### src/rtl/exc_entry_seq.sv
`default_nettype none
`timescale 1ns/1ps
// ============================================================================
// Module   : exc_entry_seq
// Purpose  : Exception/interrupt entry and RTE sequencer that sits in front of
//            the control-register file. It takes a trap or an IRQ, flushes
//            EX1..EX3, saves SR/EXSR/SPC/TEA through the regIn* outputs and
//            branches to the vector. It also runs RTE: restores SR and
//            branches to SPC.
// Revision : 1.0 - initial release
// ----------------------------------------------------------------------------
// Ports
//   clock_i          core clock
//   reset_i          synchronous reset, active low
//   hold_i           pipeline stall, freezes the sequencer
//   excReq_i/...     trap request, code, faulting PC, fault address
//   irqReq_i/...     interrupt request, code, resume PC
//   rteReq_i         return-from-exception request
//   regOut*_i        current SR/EXSR/SPC/TEA/VBR from the CR file
//   regIn*_o         next SR/EXSR/SPC/TEA to the CR file
//   pipeFlush_o      flush EX1..EX3
//   branchValid_o    redirect strobe, target on branchPc_o
//   excAck_o         exc/irq accepted (SAVE cycle)
//   rteAck_o         RTE done
//   busy_o           sequencer not idle
//   dblFault_o       sticky: trap taken with IRQs blocked (SR[30]=1)
// ============================================================================
module exc_entry_seq #(
  parameter int unsigned FLUSH_CYC = 3
) (
  input  logic        clock_i,
  input  logic        reset_i,
  input  logic        hold_i,
  input  logic        excReq_i,
  input  logic [15:0] excCode_i,
  input  logic [47:0] excPc_i,
  input  logic [63:0] excTea_i,
  input  logic        irqReq_i,
  input  logic [15:0] irqCode_i,
  input  logic [47:0] irqPc_i,
  input  logic        rteReq_i,
  input  logic [63:0] regOutSr_i,
  input  logic [63:0] regOutExsr_i,
  input  logic [47:0] regOutSpc_i,
  input  logic [63:0] regOutTea_i,
  input  logic [47:0] regOutVbr_i,
  output logic [63:0] regInSr_o,
  output logic [63:0] regInExsr_o,
  output logic [47:0] regInSpc_o,
  output logic [63:0] regInTea_o,
  output logic        pipeFlush_o,
  output logic        branchValid_o,
  output logic [47:0] branchPc_o,
  output logic        excAck_o,
  output logic        rteAck_o,
  output logic        busy_o,
  output logic        dblFault_o
);

  typedef enum logic [2:0] {
    ST_IDLE  = 3'd0,
    ST_DRAIN = 3'd1,
    ST_SAVE  = 3'd2,
    ST_VECT  = 3'd3,
    ST_RTE   = 3'd4
  } state_e;

  localparam logic [2:0] FLUSH_LAST = 3'(FLUSH_CYC);

  state_e      state_q, state_d;
  logic [2:0]  cnt_q,   cnt_d;
  logic [15:0] code_q,  code_d;
  logic [47:0] pc_q,    pc_d;
  logic [63:0] tea_q,   tea_d;
  logic        dbl_q,   dbl_d;

  // An IRQ is only taken when neither block-IRQ nor ISR-active is set.
  logic irq_ok;
  assign irq_ok = irqReq_i & ~regOutSr_i[30] & ~regOutSr_i[28];

  // Low half of EXSR is never consumed; RTE restores only its upper half.
  logic unused_exsr;
  assign unused_exsr = ^regOutExsr_i[31:0];

  always_ff @(posedge clock_i) begin
    if (!reset_i) begin
      state_q <= ST_IDLE;
      cnt_q   <= '0;
      code_q  <= '0;
      pc_q    <= '0;
      tea_q   <= '0;
      dbl_q   <= 1'b0;
    end else if (!hold_i) begin
      state_q <= state_d;
      cnt_q   <= cnt_d;
      code_q  <= code_d;
      pc_q    <= pc_d;
      tea_q   <= tea_d;
      dbl_q   <= dbl_d;
    end
  end

  // Next-state and capture logic
  always_comb begin
    state_d = state_q;
    cnt_d   = cnt_q;
    code_d  = code_q;
    pc_d    = pc_q;
    tea_d   = tea_q;
    dbl_d   = dbl_q;
    case (state_q)
      ST_IDLE: begin
        if (excReq_i) begin
          // A trap while IRQs are blocked is a double fault: fixed code.
          code_d  = regOutSr_i[30] ? 16'h8000 : excCode_i;
          dbl_d   = dbl_q | regOutSr_i[30];
          pc_d    = excPc_i;
          tea_d   = excTea_i;
          cnt_d   = 3'd1;
          state_d = ST_DRAIN;
        end else if (irq_ok) begin
          code_d  = irqCode_i;
          pc_d    = irqPc_i;
          tea_d   = '0;
          cnt_d   = 3'd1;
          state_d = ST_DRAIN;
        end else if (rteReq_i) begin
          state_d = ST_RTE;
        end
      end
      ST_DRAIN: begin
        if (cnt_q == FLUSH_LAST) begin
          state_d = ST_SAVE;
        end else begin
          cnt_d = 3'(cnt_q + 3'd1);
        end
      end
      ST_SAVE: state_d = ST_VECT;
      ST_VECT: state_d = ST_IDLE;
      ST_RTE:  state_d = ST_IDLE;
      default: state_d = ST_IDLE;
    endcase
  end

  // Outputs are decoded from the registered state so a held state keeps its
  // outputs asserted. While reset is low everything reads as idle.
  always_comb begin
    regInSr_o     = regOutSr_i;
    regInExsr_o   = regOutExsr_i;
    regInSpc_o    = regOutSpc_i;
    regInTea_o    = regOutTea_i;
    pipeFlush_o   = 1'b0;
    branchValid_o = 1'b0;
    branchPc_o    = '0;
    excAck_o      = 1'b0;
    rteAck_o      = 1'b0;
    busy_o        = 1'b0;
    dblFault_o    = 1'b0;
    if (reset_i) begin
      busy_o     = (state_q != ST_IDLE);
      dblFault_o = dbl_q;
      case (state_q)
        ST_DRAIN: pipeFlush_o = 1'b1;
        ST_SAVE: begin
          pipeFlush_o = 1'b1;
          excAck_o    = 1'b1;
          regInSr_o   = regOutSr_i | 64'h0000_0000_7000_0000;
          regInExsr_o = {regOutSr_i[31:0], 16'h0000, code_q};
          regInSpc_o  = pc_q;
          regInTea_o  = tea_q;
        end
        ST_VECT: begin
          branchValid_o = 1'b1;
          // Vector slot = code[15:12] * 8, wrapping in the 48-bit space.
          branchPc_o    = regOutVbr_i + {41'd0, code_q[15:12], 3'b000};
        end
        ST_RTE: begin
          regInSr_o     = {regOutSr_i[63:32], regOutExsr_i[63:32]};
          branchValid_o = 1'b1;
          branchPc_o    = regOutSpc_i;
          rteAck_o      = 1'b1;
        end
        default: ;
      endcase
    end
  end

endmodule
`default_nettype wire
### config.mk
export PLATFORM = sky130hd
export DESIGN_NAME = exc_entry_seq
export DESIGN_NICKNAME = d
export VERILOG_FILES = /design/src/rtl/exc_entry_seq.sv
export SDC_FILE = /design/constraint.sdc
export NUM_CORES = 1
export LEC_CHECK = 0
export CAP_MARGIN = 20
export CORE_AREA = 3 3 300 302
export DETAILED_ROUTE_END_ITERATION = 16
export DIE_AREA = 0 0 303 305
export MAX_ROUTING_LAYER = met4
export PLACE_DENSITY_LB_ADDON = 0.3
export SYNTH_ARGS = -nofsm -noshare
export SYNTH_HDL_FRONTEND = slang
export SYNTH_SLANG_ARGS = --single-unit
### constraint.sdc
create_clock -name clock_i -period 5 [get_ports clock_i]
set_clock_uncertainty 0.15 [all_clocks]
set_input_delay 1.5 -clock clock_i [delete_from_list [all_inputs] [get_ports clock_i]]
set_output_delay 1.5 -clock clock_i [all_outputs]
set_load 0.01 [all_outputs]
# After elaboration in Yosys (flattened, before gate mapping)
# Index checks and enable logic that the tools add are counted.
word_totals:
  latchBits: 0
  out_inout_bits: 294
  elab_cells: 69
  inputBits: 486
  mem_bits_ro: 0
  register_bits: 135
  memories: 0
  mem_bits_rw: 0
classes:
  mux: 36
  n_eq_ne: 9
  shifts: 0
  multipliers: 0
  magnitude_cmp: 0
  bitwise_logic: 6
  add_sub_neg: 2
  div_mod_pow: 0
  reduce_logical: 10
ops:
  columns: ["cell", "count"]
  rows:
  - ["64-bit two-way mux", 6]
  - ["48-bit two-way mux", 5]
  - ["48-bit one-hot mux with 2 select lines", 1]
  - ["32-bit one-hot mux with 2 select lines", 1]
  - ["48-bit by 7-bit adder with 48-bit output", 1]
  - ["16-bit two-way mux", 3]
  - ["32-bit two-way mux", 1]
  - ["3-bit two-way mux", 7]
  - ["1-bit two-way mux", 10]
  - ["3-bit by 2-bit equality test with 1-bit output, second input constant", 3]
  - ["3-bit one-hot mux with 3 select lines", 1]
  - ["3-bit AND reduction", 3]
  - ["3-bit one-hot mux with 2 select lines", 1]
  - ["2-bit != test, second input constant", 2]
  - ["4-bit != test, second input constant", 1]
  - ["4-bit AND reduction", 1]
  - ["2-bit nonzero test", 2]
  - ["2-bit OR reduction", 2]
  - ["3-bit by 1-bit adder with 3-bit output, second input constant", 1]
  - ["3-bit by 1-bit equality test with 1-bit output, second input constant", 1]
  - ["3-bit equality test, second input constant", 1]
  - ["3-bit logical NOT", 1]
  - ["3-bit != test, second input constant", 1]
  - ["1-bit inverter", 3]
  - ["other kinds (3)", 4]

# Longest topological paths before layout
# Gate-level depths: netlist of the first run.
logic_depth:
  word_depth: 6
  depth_mapped: 9
  ltp_nobuf: 8

# Worst setup path after synthesis of the first run
# OpenSTA, ideal clock, no wires.
synth_timing:
  path_type: "input port to output port"
  startpoint: "in regOutVbr_i[3]"
  endpoint: "out branchPc_o[25]"
  required_time_ns: 3.350
  stages: 9
  path_slack_ns: -0.098
  n_path_buf: 1
  arrival_ns: 3.448
  path_cell_list: "ha_1 fa_1 a211oi_1 nor4_4 and3_1 buf_2 and4_1 xnor2_1 o21ai_1"
synth_via:
  elab_chain_len: 3
synth_rtl:
  columns: ["element", "line", "text"]
  rows:
  - ["start: declaration", "46", "input logic [47:0] regOutVbr_i,"]
  - ["48-bit by 7-bit adder with 48-bit output", "175", "branchPc_o = regOutVbr_i + {41'd0, code_q[15:12], 3'b000};"]
  - ["48-bit one-hot mux with 2 select lines", "162", "case (state_q)"]
  - ["48-bit two-way mux", "159", "if (reset_i) begin"]
  - ["end: declaration", "53", "output logic [47:0] branchPc_o,"]
# Every way passes these cells.

# Worst setup path in the final report of the first run
# Same ends and word-level chain as after synthesis.

==> results of run 1 <==
## power groups by stage
stage               Combinational, mW  Sequential (mW)  Clock (mW)
floorplan                       0.422             1.20           0
global placement                 1.18             1.24           0
detailed placement               1.19             1.24           0
CTS                              1.20             1.22        1.49
global route                     1.27             1.22        1.49
finish                           1.18             1.21        1.38
## final cells by class
type,count,area [um^2],share of cell area (%)
clock buffers,17,425.4,2.079
flip-flops and latches,135,2703,13.21
repair buffers,891,8783,42.92
multi-input cells,933,6849,33.47
diodes,8,20.02,0.09782
clock inverters,15,183.9,0.8988
well taps,1165,1458,7.123
inverters,11,42.54,0.2079
## layout by cell type, fill, tap and decap left out, drive strengths merged, types with 2 or more instances in the layout
| master | instances |
|---|---|
| xor2 | 17 |
| nor4 | 9 |
| nor2b | 19 |
| and4 | 2 |
| dfxtp | 135 |
| a21o | 2 |
| clkdlybuf4s15 | 10 |
| o211ai | 2 |
| nand4 | 13 |
| nor3 | 14 |
| ha | 6 |
| dlygate4sd2 | 48 |
| o211a | 48 |
| clkinv | 8 |
| xnor2 | 24 |
| and3 | 3 |
| and2 | 4 |
| o21ai | 46 |
| a21boi | 67 |
| clkbuf | 34 |
| dlymetal6s2s | 51 |
| a211oi | 3 |
| mux2i | 48 |
| mux2 | 160 |
| buf | 212 |
| a221oi | 15 |
| nand2 | 268 |
| inv | 16 |
| a21oi | 5 |
| nor2 | 41 |
| nor3b | 17 |
| nand4b | 2 |
| diode | 8 |
| a22o | 5 |
| nand3 | 81 |
| clkdlybuf4s50 | 552 |
## routing by layer
| metal | routed length, um | track usage (%) |
|---|---|---|
| met2 | 32600 | 23.60 |
| met5 | 0 | - |
| met4 | 1541 | 4.374 |
| met1 | 27310 | 15.83 |
| met3 | 5166 | 4.566 |
## tightest hold or removal path, delay by kind of cell (launching register included)
kind	cells	cell delay, ns
and+or+nand+nor	1	0.04
AOI/OAI and AO/OA	1	0.06
DFF	1	0.31
## cells by family (layout without fill, tap and decap cells)
logic type	count (synthesis)	count (layout)	synth area share, %
xor gates and xnor gates	41	41	3.634
buffers and inverters	141	934	7.041
AOI/OAI and AO/OA	199	199	15.37
adders and majority gates	7	7	0.9624
DFF	135	135	27.35
other	0	8	0
and+or+nand+nor	478	478	22.54
muxes	208	208	23.10
## sequential cells by signal, summed over array words and instances (netlist names)
name,flops
dbl_q,1
cnt_q,3
code_q,16
tea_q,64
state_q,3
pc_q,48
## how the worst max path moves through the flow
| stage | start | endpoint | slack (ns) |
|---|---|---|---|
| 4_1_cts | regOutVbr_i[3] | branchPc_o[25] | -0.13 |
| 3_3_place_gp | regOutVbr_i[3] | branchPc_o[21] | -0.97 |
| 2_1_floorplan | regOutVbr_i[3] | branchPc_o[25] | 0.02 |
| 3_5_place_dp | regOutVbr_i[3] | branchPc_o[21] | -0.95 |
| 5_1_grt | regOutVbr_i[3] | branchPc_o[26] | -0.11 |
| 6_report | regOutVbr_i[3] | branchPc_o[25] | -0.02 |
## through the flow
step	worst slack, ns	std cells	utilization [%]	TNS (ns)
6_report	-0.02189	3175	23.26	-0.03831
5_1_grt	-0.1052	3174	23.26	-0.5827
4_1_cts	-0.1331	3152	22.76	-1.671
3_5_place_dp	-0.9483	3099	21.73	-32.04
3_3_place_gp	-0.9736	3099	21.73	-31.25
2_1_floorplan	0.01617	1209	-	0
## repair_timing
item / CTS / global route
pin swaps: 48 / 37
setup endpoints to repair: 47 / 146
cloned: 3 / 4
resized for setup: 315 / 135
setup buffers: 18 / 12
endpoints found under the hold margin: 0 / 0
==> run summary, run 1 <==
PWR
--------------------------------------------------------------------------------------
Overall power of the completed layout ...................................     3.779 mW
Cell-internal power .....................................................     2.564 mW
Peak supply drop ........................................................  0.0002402 V
Switching power .........................................................     1.215 mW
Power density over cell area ............................................ 184.7 nW/um^2
Pleak ...................................................................     8.612 nW
Logic gate share of total power .........................................        31.3%
Share of total power in the clock network ...............................        36.6%
Switching power as a share of total power ...............................       32.14%
Reg power frac ..........................................................        32.1%

CLOCK TREE
--------------------------------------------------------------------------------------
Clock latency on the worst-skew pair ....................................      0.46 ns
Buffer cell driving the clock tree root ................................. sky130_fd_sc_hd__clkbuf_16
TritonCTS Buffers .......................................................           17
Worst-case clock buffer depth ...........................................            2
Maximum level of the CTS H-tree .........................................            4
CTS tree ................................................................        built
Hold_buf cts ............................................................            0
Total clock sinks .......................................................          135
Clk slew on worst S/H paths .............................................      0.07 ns

ROUTING
--------------------------------------------------------------------------------------
Final routed DRC violation total ........................................            0
Via count ...............................................................        12019
DRT antenna net count ...................................................            0
Post-detailed-route wirelength per cell .................................     20.98 um
Number of DRC markers after the initial detailed-route iteration ........          458
Initial DRT Pass Iterations .............................................            5
Via/cell ratio ..........................................................        3.786
Post-detailed-routing wire length .......................................     66620 um

WORST SETUP PATH
--------------------------------------------------------------------------------------
Kind of start point of the critical path ................................   input port
Critical Path AT ........................................................      3.37 ns
Buffers & Inverters on Critical Path ....................................            3
Logic depth of the worst setup path including buffers ...................           11
CP Max Fanout ...........................................................            4
Reg-to-reg endpoint ..................................................... code_q[14]$_SDFFE_PN0P_
Kind of cell with the highest combined delay on the critical path .......  adder cells
Critical Path RT ........................................................      3.35 ns
Register-to-register setup slack ........................................      2.67 ns
Largest stage delay on the critical path ................................      0.38 ns
Startpoint of the worst-slack reg-to-reg timing path .................... state_q[2]$_SDFFE_PN0P_
Library cell contributing the largest single delay on the critical path . sky130_fd_sc_hd__fa_2
Worst-case reg-to-reg path depth ........................................            5
Critical setup path kind ................................................ input port to output pin
Kind of end point of the critical path ..................................   output pin
Ordered cell list for the critical path ................................. buf_8 -> ha_4 -> fa_2 -> a211oi_4 -> nor4_4 -> buf_4 -> and3_4 -> and4_1 -> xnor2_1 -> o21ai_1 -> buf_2

LOGIC SYNTHESIS
--------------------------------------------------------------------------------------
Flop and latch count out of synthesis ...................................          135
Part of the Yosys area used for sequential elements .....................       27.35%
Most common flop cell mapped by yosys ................................... sky130_fd_sc_hd__dfxtp_1
Dominant cell type by area after synthesis .............................. sky130_fd_sc_hd__dfxtp_1
Top area cells in the synthesized netlist ............................... sky130_fd_sc_hd__dfxtp_1 (27%), sky130_fd_sc_hd__mux2_2 (18%), sky130_fd_sc_hd__nand2_1 (10%)
Number of instances in the synthesized netlist ..........................         1209
Proportion of netlist area held by the largest area contributor .........       27.35%
EDFF count, synth .......................................................            0
Number of warning messages in the yosys log .............................            0
Nets in the synthesized netlist .........................................         1702
Mean instance size in the synthesized netlist ...........................   8.173 um^2
Most repeated cell in the gate-level netlist after synthesis ............ sky130_fd_sc_hd__nand2_1
Synth Cell Area .........................................................    9881 um^2
Post-synthesis async set-or-reset flop share ............................           0%
Top cell types by occurrence after synthesis ............................ sky130_fd_sc_hd__nand2_1 (267), sky130_fd_sc_hd__mux2_2 (160), sky130_fd_sc_hd__dfxtp_1 (135)
Synth cell types ........................................................           57

GLOBAL ROUTE
--------------------------------------------------------------------------------------
Total Routing Usage GR ..................................................       14.09%
Via count of the first global-routing pass ..............................        12712
Grt total ovfl ..........................................................            0
Maximum number of pins on one net before global-route repair ............           81
First-pass GRT wire length ..............................................     90800 um
Initial antenna violation count .........................................            9

FLOORPLANNING
--------------------------------------------------------------------------------------
Initial core utilization ................................................       11.23%
Placement row count .....................................................          109
Number of top-level design ports ........................................          780
Floorplan die area ......................................................   92420 um^2
Die X ...................................................................       303 um
Y dimension of the die ..................................................       305 um
Core Area ...............................................................   87970 um^2

WORST HOLD PATH
--------------------------------------------------------------------------------------
Hold Crit Endpoint ...................................................... tea_q[49]$_SDFFE_PN0P_
Hold path startpoint .................................................... tea_q[49]$_SDFFE_PN0P_
Hold path depth .........................................................            2
Worst min path class .................................................... flop to flop

PLACEMENT
--------------------------------------------------------------------------------------
Global placement routability congestion .................................       0.8762
Placed wire-length estimate .............................................     52700 um
Count of input and output buffers .......................................          715
Post-placement cell area ................................................   19110 um^2

STA
--------------------------------------------------------------------------------------
Unrepaired setup endpoints after global routing .........................          yes
Maximum clock frequency .................................................    199.1 MHz
Final count of hold timing violations ...................................            0
Setup violators final ...................................................            2
Setup slack of the critical path after layout ...........................  -0.02189 ns
Crit path time final ....................................................     5.022 ns
Max transition margin ...................................................       41.56%
Max-slew violations .....................................................            0
Actual slew at the worst max-slew pin ...................................    0.8767 ns
Tcrit/Tclk final ........................................................       100.4%
Hold WS .................................................................    0.3113 ns

FLOW RUN
--------------------------------------------------------------------------------------
Maximum capacitance violations ..........................................            0

FINISH
--------------------------------------------------------------------------------------
Layout cell share with drive strength beyond 1 ..........................       24.48%
Filler Cells Inserted ...................................................         9581
Layout-stage area growth over the synthesis result ......................       107.1%
Total non-filler cell area in the finished layout .......................   20460 um^2
Layout net count ........................................................         2482

STATUS
--------------------------------------------------------------------------------------
Failing checks .......................................................... negative setup slack
Outcome ................................................................. finished with violations

Note: power is estimated with default switching activity, not from simulation.
==> inputs of run 2 (changes only) <==
ABC_AREA = 1   (was not set)
CORE_AREA = 3 3 305 307   (was 3 3 300 302)
CTS_CLUSTER_DIAMETER = 120   (was not set)
DIE_AREA = 0 0 308 310   (was 0 0 303 305)
==> run 2 against run 1 <==
The flow now finishes without violations; final cell count increased by 18%; global-route usage increased by 0.79 points; worst setup slack gained 0.044 ns; first-iteration DRC count grew 110%; highest routed layer unchanged; non-clock buffer count increased by 39; flip-flop and latch count did not move; sequential share of layout area down 0.49 points; critical endpoint is now branchPc_o[34]; critical path type unchanged; clock-buffer cell count up 1.
==> run summary, run 2 <==
STATUS
------------------------------------------------------------------------------------------
Outcome ..................................................................... finished, final reports clean

CLOCK TREE
------------------------------------------------------------------------------------------
Clk slew on worst S/H paths .................................................      0.07 ns
CTS tree ....................................................................        built
Worst-case clock buffer depth ...............................................            2
Total clock sinks ...........................................................          135
TritonCTS Buffers ...........................................................           17
Buffer cell driving the clock tree root ..................................... sky130_fd_sc_hd__clkbuf_16
Clock latency on the worst-skew pair ........................................      0.46 ns
Hold_buf cts ................................................................            0
Maximum level of the CTS H-tree .............................................            4

STA
------------------------------------------------------------------------------------------
Actual slew at the worst max-slew pin .......................................    0.9595 ns
Final count of hold timing violations .......................................            0
Max-slew violations .........................................................            0
Unrepaired setup endpoints after global routing .............................          yes
Crit path time final ........................................................     4.977 ns
Tcrit/Tclk final ............................................................       99.55%
Hold WS .....................................................................    0.3066 ns
Max transition margin .......................................................       36.03%
Total Negative Setup Slacks .................................................         0 ns
Setup violators final .......................................................            0
Maximum clock frequency .....................................................    200.9 MHz

WORST SETUP PATH
------------------------------------------------------------------------------------------
Reg-to-reg endpoint ......................................................... pc_q[27]$_SDFFE_PN0P_
Kind of start point of the critical path ....................................   input port
Register-to-register setup slack ............................................      2.96 ns
Critical setup path kind .................................................... input port to output pin
Startpoint of the worst-slack reg-to-reg timing path ........................ state_q[0]$_SDFFE_PN0P_
CP Max Fanout ...............................................................            4
Worst-case reg-to-reg path depth ............................................            8
Kind of end point of the critical path ......................................   output pin
Critical Path AT ............................................................      3.33 ns
Critical Path RT ............................................................      3.35 ns

FINISH
------------------------------------------------------------------------------------------
Layout-stage area growth over the synthesis result ..........................       100.6%
Largest registers in the final layout ....................................... tea_q x64, pc_q x48, code_q x16
Filler Cells Inserted .......................................................        10132
Most frequent standard cell in the layout excluding fill and tap cells ...... sky130_fd_sc_hd__clkdlybuf4s50_1
Layout net count ............................................................         3045
Final design utilization ....................................................       23.54%
Flip-flop count of the largest register, all copies and words added .........           64
Non-filler instance count after layout ......................................         3755
FF+latch area ...............................................................    2703 um^2
Layout cell share with drive strength beyond 1 ..............................       18.52%
Highest-count cells in the layout ignoring fill and taps .................... sky130_fd_sc_hd__clkdlybuf4s50_1 (635), sky130_fd_sc_hd__nand2_1 (469), sky130_fd_sc_hd__inv_1 (228), sky130_fd_sc_hd__buf_4 (193), sky130_fd_sc_hd__o21ai_1 (173)
Multi-input gate area .......................................................    6611 um^2
Register ranked first by flip-flop count ....................................        tea_q

ROUTING
------------------------------------------------------------------------------------------
Via/cell ratio ..............................................................        3.866
Final routed DRC violation total ............................................            0
Number of DRC markers after the initial detailed-route iteration ............          943
Via count ...................................................................        14518
Post-detailed-route wirelength per cell .....................................     19.44 um
DRT antenna net count .......................................................            0
Post-detailed-routing wire length ...........................................     72980 um
Initial DRT Pass Iterations .................................................            7

PWR
------------------------------------------------------------------------------------------
Cell-internal power .........................................................     2.907 mW
Logic gate share of total power .............................................        42.0%
Switching power .............................................................     1.609 mW
Pleak .......................................................................     8.848 nW
Power density over cell area ................................................ 212.5 nW/um^2
Switching power as a share of total power ...................................       35.63%
Reg power frac ..............................................................        28.0%
Share of total power in the clock network ...................................        30.0%
Peak supply drop ............................................................  0.0002387 V

FLOORPLANNING
------------------------------------------------------------------------------------------
Placement row count .........................................................          110
Number of top-level design ports ............................................          780
Floorplan die area ..........................................................   95480 um^2
Core Area ...................................................................   90290 um^2
Y dimension of the die ......................................................       310 um
Initial core utilization ....................................................       11.74%
Die X .......................................................................       308 um

LOGIC SYNTHESIS
------------------------------------------------------------------------------------------
Main combinational cell family by area after synthesis ...................... compound AO/OA/AOI/OAI gates
Most repeated cell in the gate-level netlist after synthesis ................ sky130_fd_sc_hd__nand2_1
Dominant cell type by area after synthesis .................................. sky130_fd_sc_hd__dfxtp_1
Number of instances in the synthesized netlist ..............................         1751
Nets in the synthesized netlist .............................................         2244
Top cell types by occurrence after synthesis ................................ sky130_fd_sc_hd__nand2_1 (503), sky130_fd_sc_hd__inv_1 (232), sky130_fd_sc_hd__o21ai_1 (171)
Flop and latch count out of synthesis .......................................          135
Share of synthesized cell area in full adder, half adder and majority cells .      0.8975%
Number of warning messages in the yosys log .................................            0
Top area cells in the synthesized netlist ................................... sky130_fd_sc_hd__dfxtp_1 (26%), sky130_fd_sc_hd__nand2_1 (18%), sky130_fd_sc_hd__inv_1 (8.2%)
Post-synthesis async set-or-reset flop share ................................           0%
Part of the Yosys area used for sequential elements .........................       25.51%
Simple-Gate Fraction of Synth Area ..........................................       27.67%
Area share of xor/xnor cells in the synthesized design ......................     0.08266%
Most common flop cell mapped by yosys ....................................... sky130_fd_sc_hd__dfxtp_1
Mean instance size in the synthesized netlist ...............................   6.051 um^2
Post-synthesis mux area share ...............................................           0%
Synth cell types ............................................................           37
EDFF count, synth ...........................................................            0
Fraction of the mapped netlist area in compound gates .......................       29.20%
Proportion of netlist area held by the largest area contributor .............       25.51%
Synth Cell Area .............................................................   10600 um^2

PLACEMENT
------------------------------------------------------------------------------------------
Count of input and output buffers ...........................................          715
Cell count after placement ..................................................         3704
Placed wire-length estimate .................................................     60840 um
Global placement routability congestion .....................................       0.9079

WORST HOLD PATH
------------------------------------------------------------------------------------------
Hold path depth .............................................................            1
Hold Crit Endpoint .......................................................... cnt_q[0]$_SDFFE_PN0P_
Worst min path class ........................................................ flop to flop
Hold path startpoint ........................................................ cnt_q[0]$_SDFFE_PN0P_

GLOBAL ROUTE
------------------------------------------------------------------------------------------
Grt total ovfl ..............................................................            0
Via count of the first global-routing pass ..................................        13853
Total Routing Usage GR ......................................................       14.87%
Maximum number of pins on one net before global-route repair ................          130
First-pass GRT wire length ..................................................     98540 um
Initial antenna violation count .............................................           17

FLOW RUN
------------------------------------------------------------------------------------------
Maximum capacitance violations ..............................................            0

run 2: cell types whose count changed after synthesis, moves of 48 or more:
cell	change
sky130_fd_sc_hd__o21ai_1	+167
sky130_fd_sc_hd__inv_1	+223
sky130_fd_sc_hd__a21oi_1	+71
sky130_fd_sc_hd__mux2i_1	-48
sky130_fd_sc_hd__a211oi_2	+50
sky130_fd_sc_hd__o21ai_0	+71
sky130_fd_sc_hd__nand2_1	+236
sky130_fd_sc_hd__a21boi_0	-66
sky130_fd_sc_hd__o211a_1	-48
sky130_fd_sc_hd__mux2_2	-160
sky130_fd_sc_hd__a31oi_1	+62
run 2: layout make-up:
class                           instances  area share (%)
Clock inverter                         14          0.7772
Timing Repair Buffer                  930           41.90
Inverter                              245           4.386
Antenna cell                           14          0.1649
Tap cell                             1176           6.924
Sequential cell                       135           12.72
Clock buffer                           18           2.020
Multi-Input combinational cell       1223           31.11
run 2: through the flow:
| stage | instance area (um^2) | total power, mW | setup slack, ns |
|---|---|---|---|
| floorplan | 10600 | 2.034 | 0.3977 |
| global placement | 20170 | 3.179 | -0.8568 |
| detailed placement | 20170 | 3.178 | -0.8812 |
| CTS | 21050 | 4.600 | -0.001110 |
| global route | 21230 | 4.777 | -0.07010 |
| finish | 21250 | 4.517 | 0.02255 |
run 2: critical path, cell delays in order:
cell and delay (ns):
sky130_fd_sc_hd__buf_4 0.14, sky130_fd_sc_hd__ha_4 0.25, sky130_fd_sc_hd__buf_4 0.14, sky130_fd_sc_hd__nand2_1 0.09, sky130_fd_sc_hd__nand3_2 0.14, sky130_fd_sc_hd__nand2_4 0.11, sky130_fd_sc_hd__nand2_4 0.06, sky130_fd_sc_hd__buf_4 0.13
sky130_fd_sc_hd__buf_4 0.14, sky130_fd_sc_hd__nand4_1 0.06, sky130_fd_sc_hd__nand3_1 0.08, sky130_fd_sc_hd__o21ai_1 0.13, sky130_fd_sc_hd__buf_4 0.14, sky130_fd_sc_hd__clkdlybuf4s15_2 0.21
run 2: how the worst max path moves through the flow:
stage / start / endpoint / slack, ns
6_report: regOutVbr_i[5] / branchPc_o[34] / 0.02
5_1_grt: regOutVbr_i[5] / branchPc_o[34] / -0.07
4_1_cts: regOutVbr_i[44] / branchPc_o[47] / -0.001
3_5_place_dp: regOutVbr_i[5] / branchPc_o[27] / -0.88
3_3_place_gp: regOutVbr_i[5] / branchPc_o[27] / -0.86
2_1_floorplan: regOutVbr_i[3] / branchPc_o[23] / 0.40
run 2: power by group through the flow:
stage / combinational (mW) / clock (mW) / sequential, mW
6_report: 1.90 / 1.36 / 1.26
5_1_grt: 2.05 / 1.45 / 1.28
4_1_cts: 1.91 / 1.43 / 1.26
2_1_floorplan: 0.776 / 0 / 1.26
3_3_place_gp: 1.89 / 0 / 1.28
3_5_place_dp: 1.89 / 0 / 1.29
run 2: what timing repair did:
item,CTS,global route
resized for setup,219,101
buffers inserted,5,2
pin swaps,25,22
setup endpoints to repair,47,41
run 2: kinds of logic after synthesis:
group | Yosys count
XOR/XNOR | 1
flip-flops | 135
adder cells (fa/ha/maj) | 7
buffers and inverters | 393
AO/OA/AOI/OAI | 511
AND/OR/NAND/NOR | 704
run 2: layer usage:
layer  global-route usage (%)  share of wire, %
met1                    19.88                47
met2                    22.74                45
met3                    3.049               6.4
met4                    4.009               1.6
met5                        -                 0
==> inputs of run 3 (changes only) <==
GPL_ROUTABILITY_DRIVEN = 0   (was not set)
==> run 3 against run 2 <==
Worst hold slack gained 0.0080 ns; critical endpoint is now branchPc_o[17]; combinational power is essentially flat; first-iteration DRC count is 12% lower; sequential share of layout area hardly changed; design area up 0.26%; register-to-register slack got worse by 0.08 ns; utilization is 0.062 points higher; worst setup slack got worse by 0.022 ns; clock-buffer cell count grew 1; clock power is essentially flat; flip-flop and latch count is the same; final cell count up 0.32%.
==> run summary, run 3 (synthesis gave the netlist of run 2 again) <==
STA
-------------------------------------------------------------------------------------
Tcrit/Tclk final .......................................................       99.99%
Final count of hold timing violations ..................................            0
Setup slack of the critical path after layout .......................... 0.0005904 ns
Max-slew violations ....................................................            0
Unrepaired setup endpoints after global routing ........................          yes
Max transition margin ..................................................       34.08%
Crit path time final ...................................................     4.999 ns
Actual slew at the worst max-slew pin ..................................    0.9888 ns
Maximum clock frequency ................................................    200.0 MHz
Setup violators final ..................................................            0

FLOORPLANNING
-------------------------------------------------------------------------------------
Y dimension of the die .................................................       310 um
Floorplan die area .....................................................   95480 um^2
Placement row count ....................................................          110
Number of top-level design ports .......................................          780
Core Area ..............................................................   90290 um^2
Initial core utilization ...............................................       11.74%
Die X ..................................................................       308 um

PWR
-------------------------------------------------------------------------------------
Pleak ..................................................................     8.892 nW
Peak supply drop .......................................................  0.0002462 V
Power density over cell area ........................................... 211.1 nW/um^2

CLOCK TREE
-------------------------------------------------------------------------------------
Buffer cell driving the clock tree root ................................ sky130_fd_sc_hd__clkbuf_16
CTS tree ...............................................................        built
TritonCTS Buffers ......................................................           17
Clock latency on the worst-skew pair ...................................      0.46 ns
Worst-case clock buffer depth ..........................................            2
Total clock sinks ......................................................          135
Clk slew on worst S/H paths ............................................      0.06 ns
Maximum level of the CTS H-tree ........................................            4

WORST SETUP PATH
-------------------------------------------------------------------------------------
Critical setup path kind ............................................... input port to output pin
Register-to-register setup slack .......................................      2.88 ns
CP Max Fanout ..........................................................            3
Reg-to-reg endpoint .................................................... code_q[5]$_SDFFE_PN0P_
Kind of start point of the critical path ...............................   input port
Worst-case reg-to-reg path depth .......................................            8
Kind of end point of the critical path .................................   output pin
Startpoint of the worst-slack reg-to-reg timing path ................... state_q[0]$_SDFFE_PN0P_
Launch point of the worst path ......................................... regOutVbr_i[3]
Critical Path AT .......................................................      3.35 ns
Critical Path RT .......................................................      3.35 ns

PLACEMENT
-------------------------------------------------------------------------------------
Post-placement cell area ...............................................   20250 um^2
Worst setup slack before clock tree synthesis ..........................   -0.9047 ns
Count of input and output buffers ......................................          715
Placed wire-length estimate ............................................     60390 um

GLOBAL ROUTE
-------------------------------------------------------------------------------------
First-pass GRT wire length .............................................     98520 um
Maximum number of pins on one net before global-route repair ...........          130
Total Routing Usage GR .................................................       14.87%
Initial antenna violation count ........................................           17
Grt total ovfl .........................................................            0
Via count of the first global-routing pass .............................        13868

FINISH
-------------------------------------------------------------------------------------
Largest registers in the final layout .................................. tea_q x64, pc_q x48, code_q x16
Layout-stage area growth over the synthesis result .....................       101.1%
FF+latch area ..........................................................    2703 um^2
Multi-input gate area ..................................................    6558 um^2
Register ranked first by flip-flop count ...............................        tea_q
Total non-filler cell area in the finished layout ......................   21310 um^2
Layout net count .......................................................         3059
Highest-count cells in the layout ignoring fill and taps ............... sky130_fd_sc_hd__clkdlybuf4s50_1 (635), sky130_fd_sc_hd__nand2_1 (479), sky130_fd_sc_hd__inv_1 (230), sky130_fd_sc_hd__buf_4 (206), sky130_fd_sc_hd__o21ai_1 (169)
Flip-flop count of the largest register, all copies and words added ....           64
Layout cell share with drive strength beyond 1 .........................       18.23%
Most frequent standard cell in the layout excluding fill and tap cells . sky130_fd_sc_hd__clkdlybuf4s50_1
Final design utilization ...............................................       23.60%
Filler Cells Inserted ..................................................        10155

WORST HOLD PATH
-------------------------------------------------------------------------------------
Hold Crit Endpoint ..................................................... tea_q[60]$_SDFFE_PN0P_
Hold path startpoint ................................................... tea_q[60]$_SDFFE_PN0P_
Worst min path class ................................................... flop to flop
Hold path depth ........................................................            2

ROUTING
-------------------------------------------------------------------------------------
Post-detailed-route wirelength per cell ................................     19.28 um
Post-detailed-routing wire length ......................................     72640 um
Final routed DRC violation total .......................................            0
Via count ..............................................................        14616
Initial DRT Pass Iterations ............................................            5
Via/cell ratio .........................................................        3.880
Number of DRC markers after the initial detailed-route iteration .......          834
DRT antenna net count ..................................................            0

STATUS
-------------------------------------------------------------------------------------
Outcome ................................................................ finished, final reports clean

FLOW RUN
-------------------------------------------------------------------------------------
Maximum capacitance violations .........................................            0

run 3: through the flow:
step                setup TNS, ns  hold WS (ns)  std cells  power [mW]
floorplan                       0        0.2694       1751       2.034
global placement           -30.82        0.2978       3716       3.187
detailed placement         -31.42        0.3042       3716       3.184
CTS                     -0.001247        0.3157       3750       4.581
global route             -0.05706        0.3270       3763       4.777
finish                          0        0.3146       3767       4.497
run 3: worst max-delay path by stage:
stage | to | slack [ns]
2_1_floorplan | branchPc_o[23] | 0.40
3_3_place_gp | branchPc_o[17] | -0.92
3_5_place_dp | branchPc_o[17] | -0.90
4_1_cts | branchPc_o[17] | -0.001
5_1_grt | branchPc_o[17] | -0.06
6_report | branchPc_o[17] | 0.0006
run 3: layout make-up:
class | instances | share of cell area [%]
Timing Repair Buffer | 944 | 42.32
Multi-Input combinational cell | 1223 | 30.78
Sequential cell | 135 | 12.68
Tap cell | 1176 | 6.906
Inverter | 245 | 4.375
Clock buffer | 19 | 2.126
Clock inverter | 12 | 0.6636
Antenna cell | 13 | 0.1527
run 3: worst max-delay path, cell delays in order:
cell and delay (ns):
sky130_fd_sc_hd__buf_6 0.10, sky130_fd_sc_hd__ha_4 0.16, sky130_fd_sc_hd__fa_2 0.43, sky130_fd_sc_hd__a21oi_2 0.15, sky130_fd_sc_hd__buf_6 0.15, sky130_fd_sc_hd__nor2_4 0.04, sky130_fd_sc_hd__and2_1 0.12, sky130_fd_sc_hd__o211ai_1 0.32
sky130_fd_sc_hd__buf_4 0.19, sky130_fd_sc_hd__nand2_4 0.07, sky130_fd_sc_hd__buf_6 0.13
run 3: repair_timing:
| action | in CTS | in global routing |
|---|---|---|
| endpoints found under the hold margin | 0 | 0 |
| pin swaps | 33 | 26 |
| gates resized for setup | 209 | 81 |
| endpoints found under the setup margin | 53 | 38 |
| setup buffers | 4 | 4 |
| hold buffers | 0 | 0 |
run 3: routing by layer:
layer  part of all wire [%]  global-route usage, %  up-vias  wire, um
met5                      0                      -        -         0
met4                    1.9                  4.131        0      1361
met3                    7.1                  3.247       67      5174
met2                     45                  22.55      543     32710
met1                     46                  19.85     6638     33400
li1                       -                      -     7368         -
run 3: where the power goes:
part           switching, mW  internal [mW]
logic                  0.926          0.966
registers             0.0680           1.20
clock network          0.573          0.765
total                   1.57           2.93
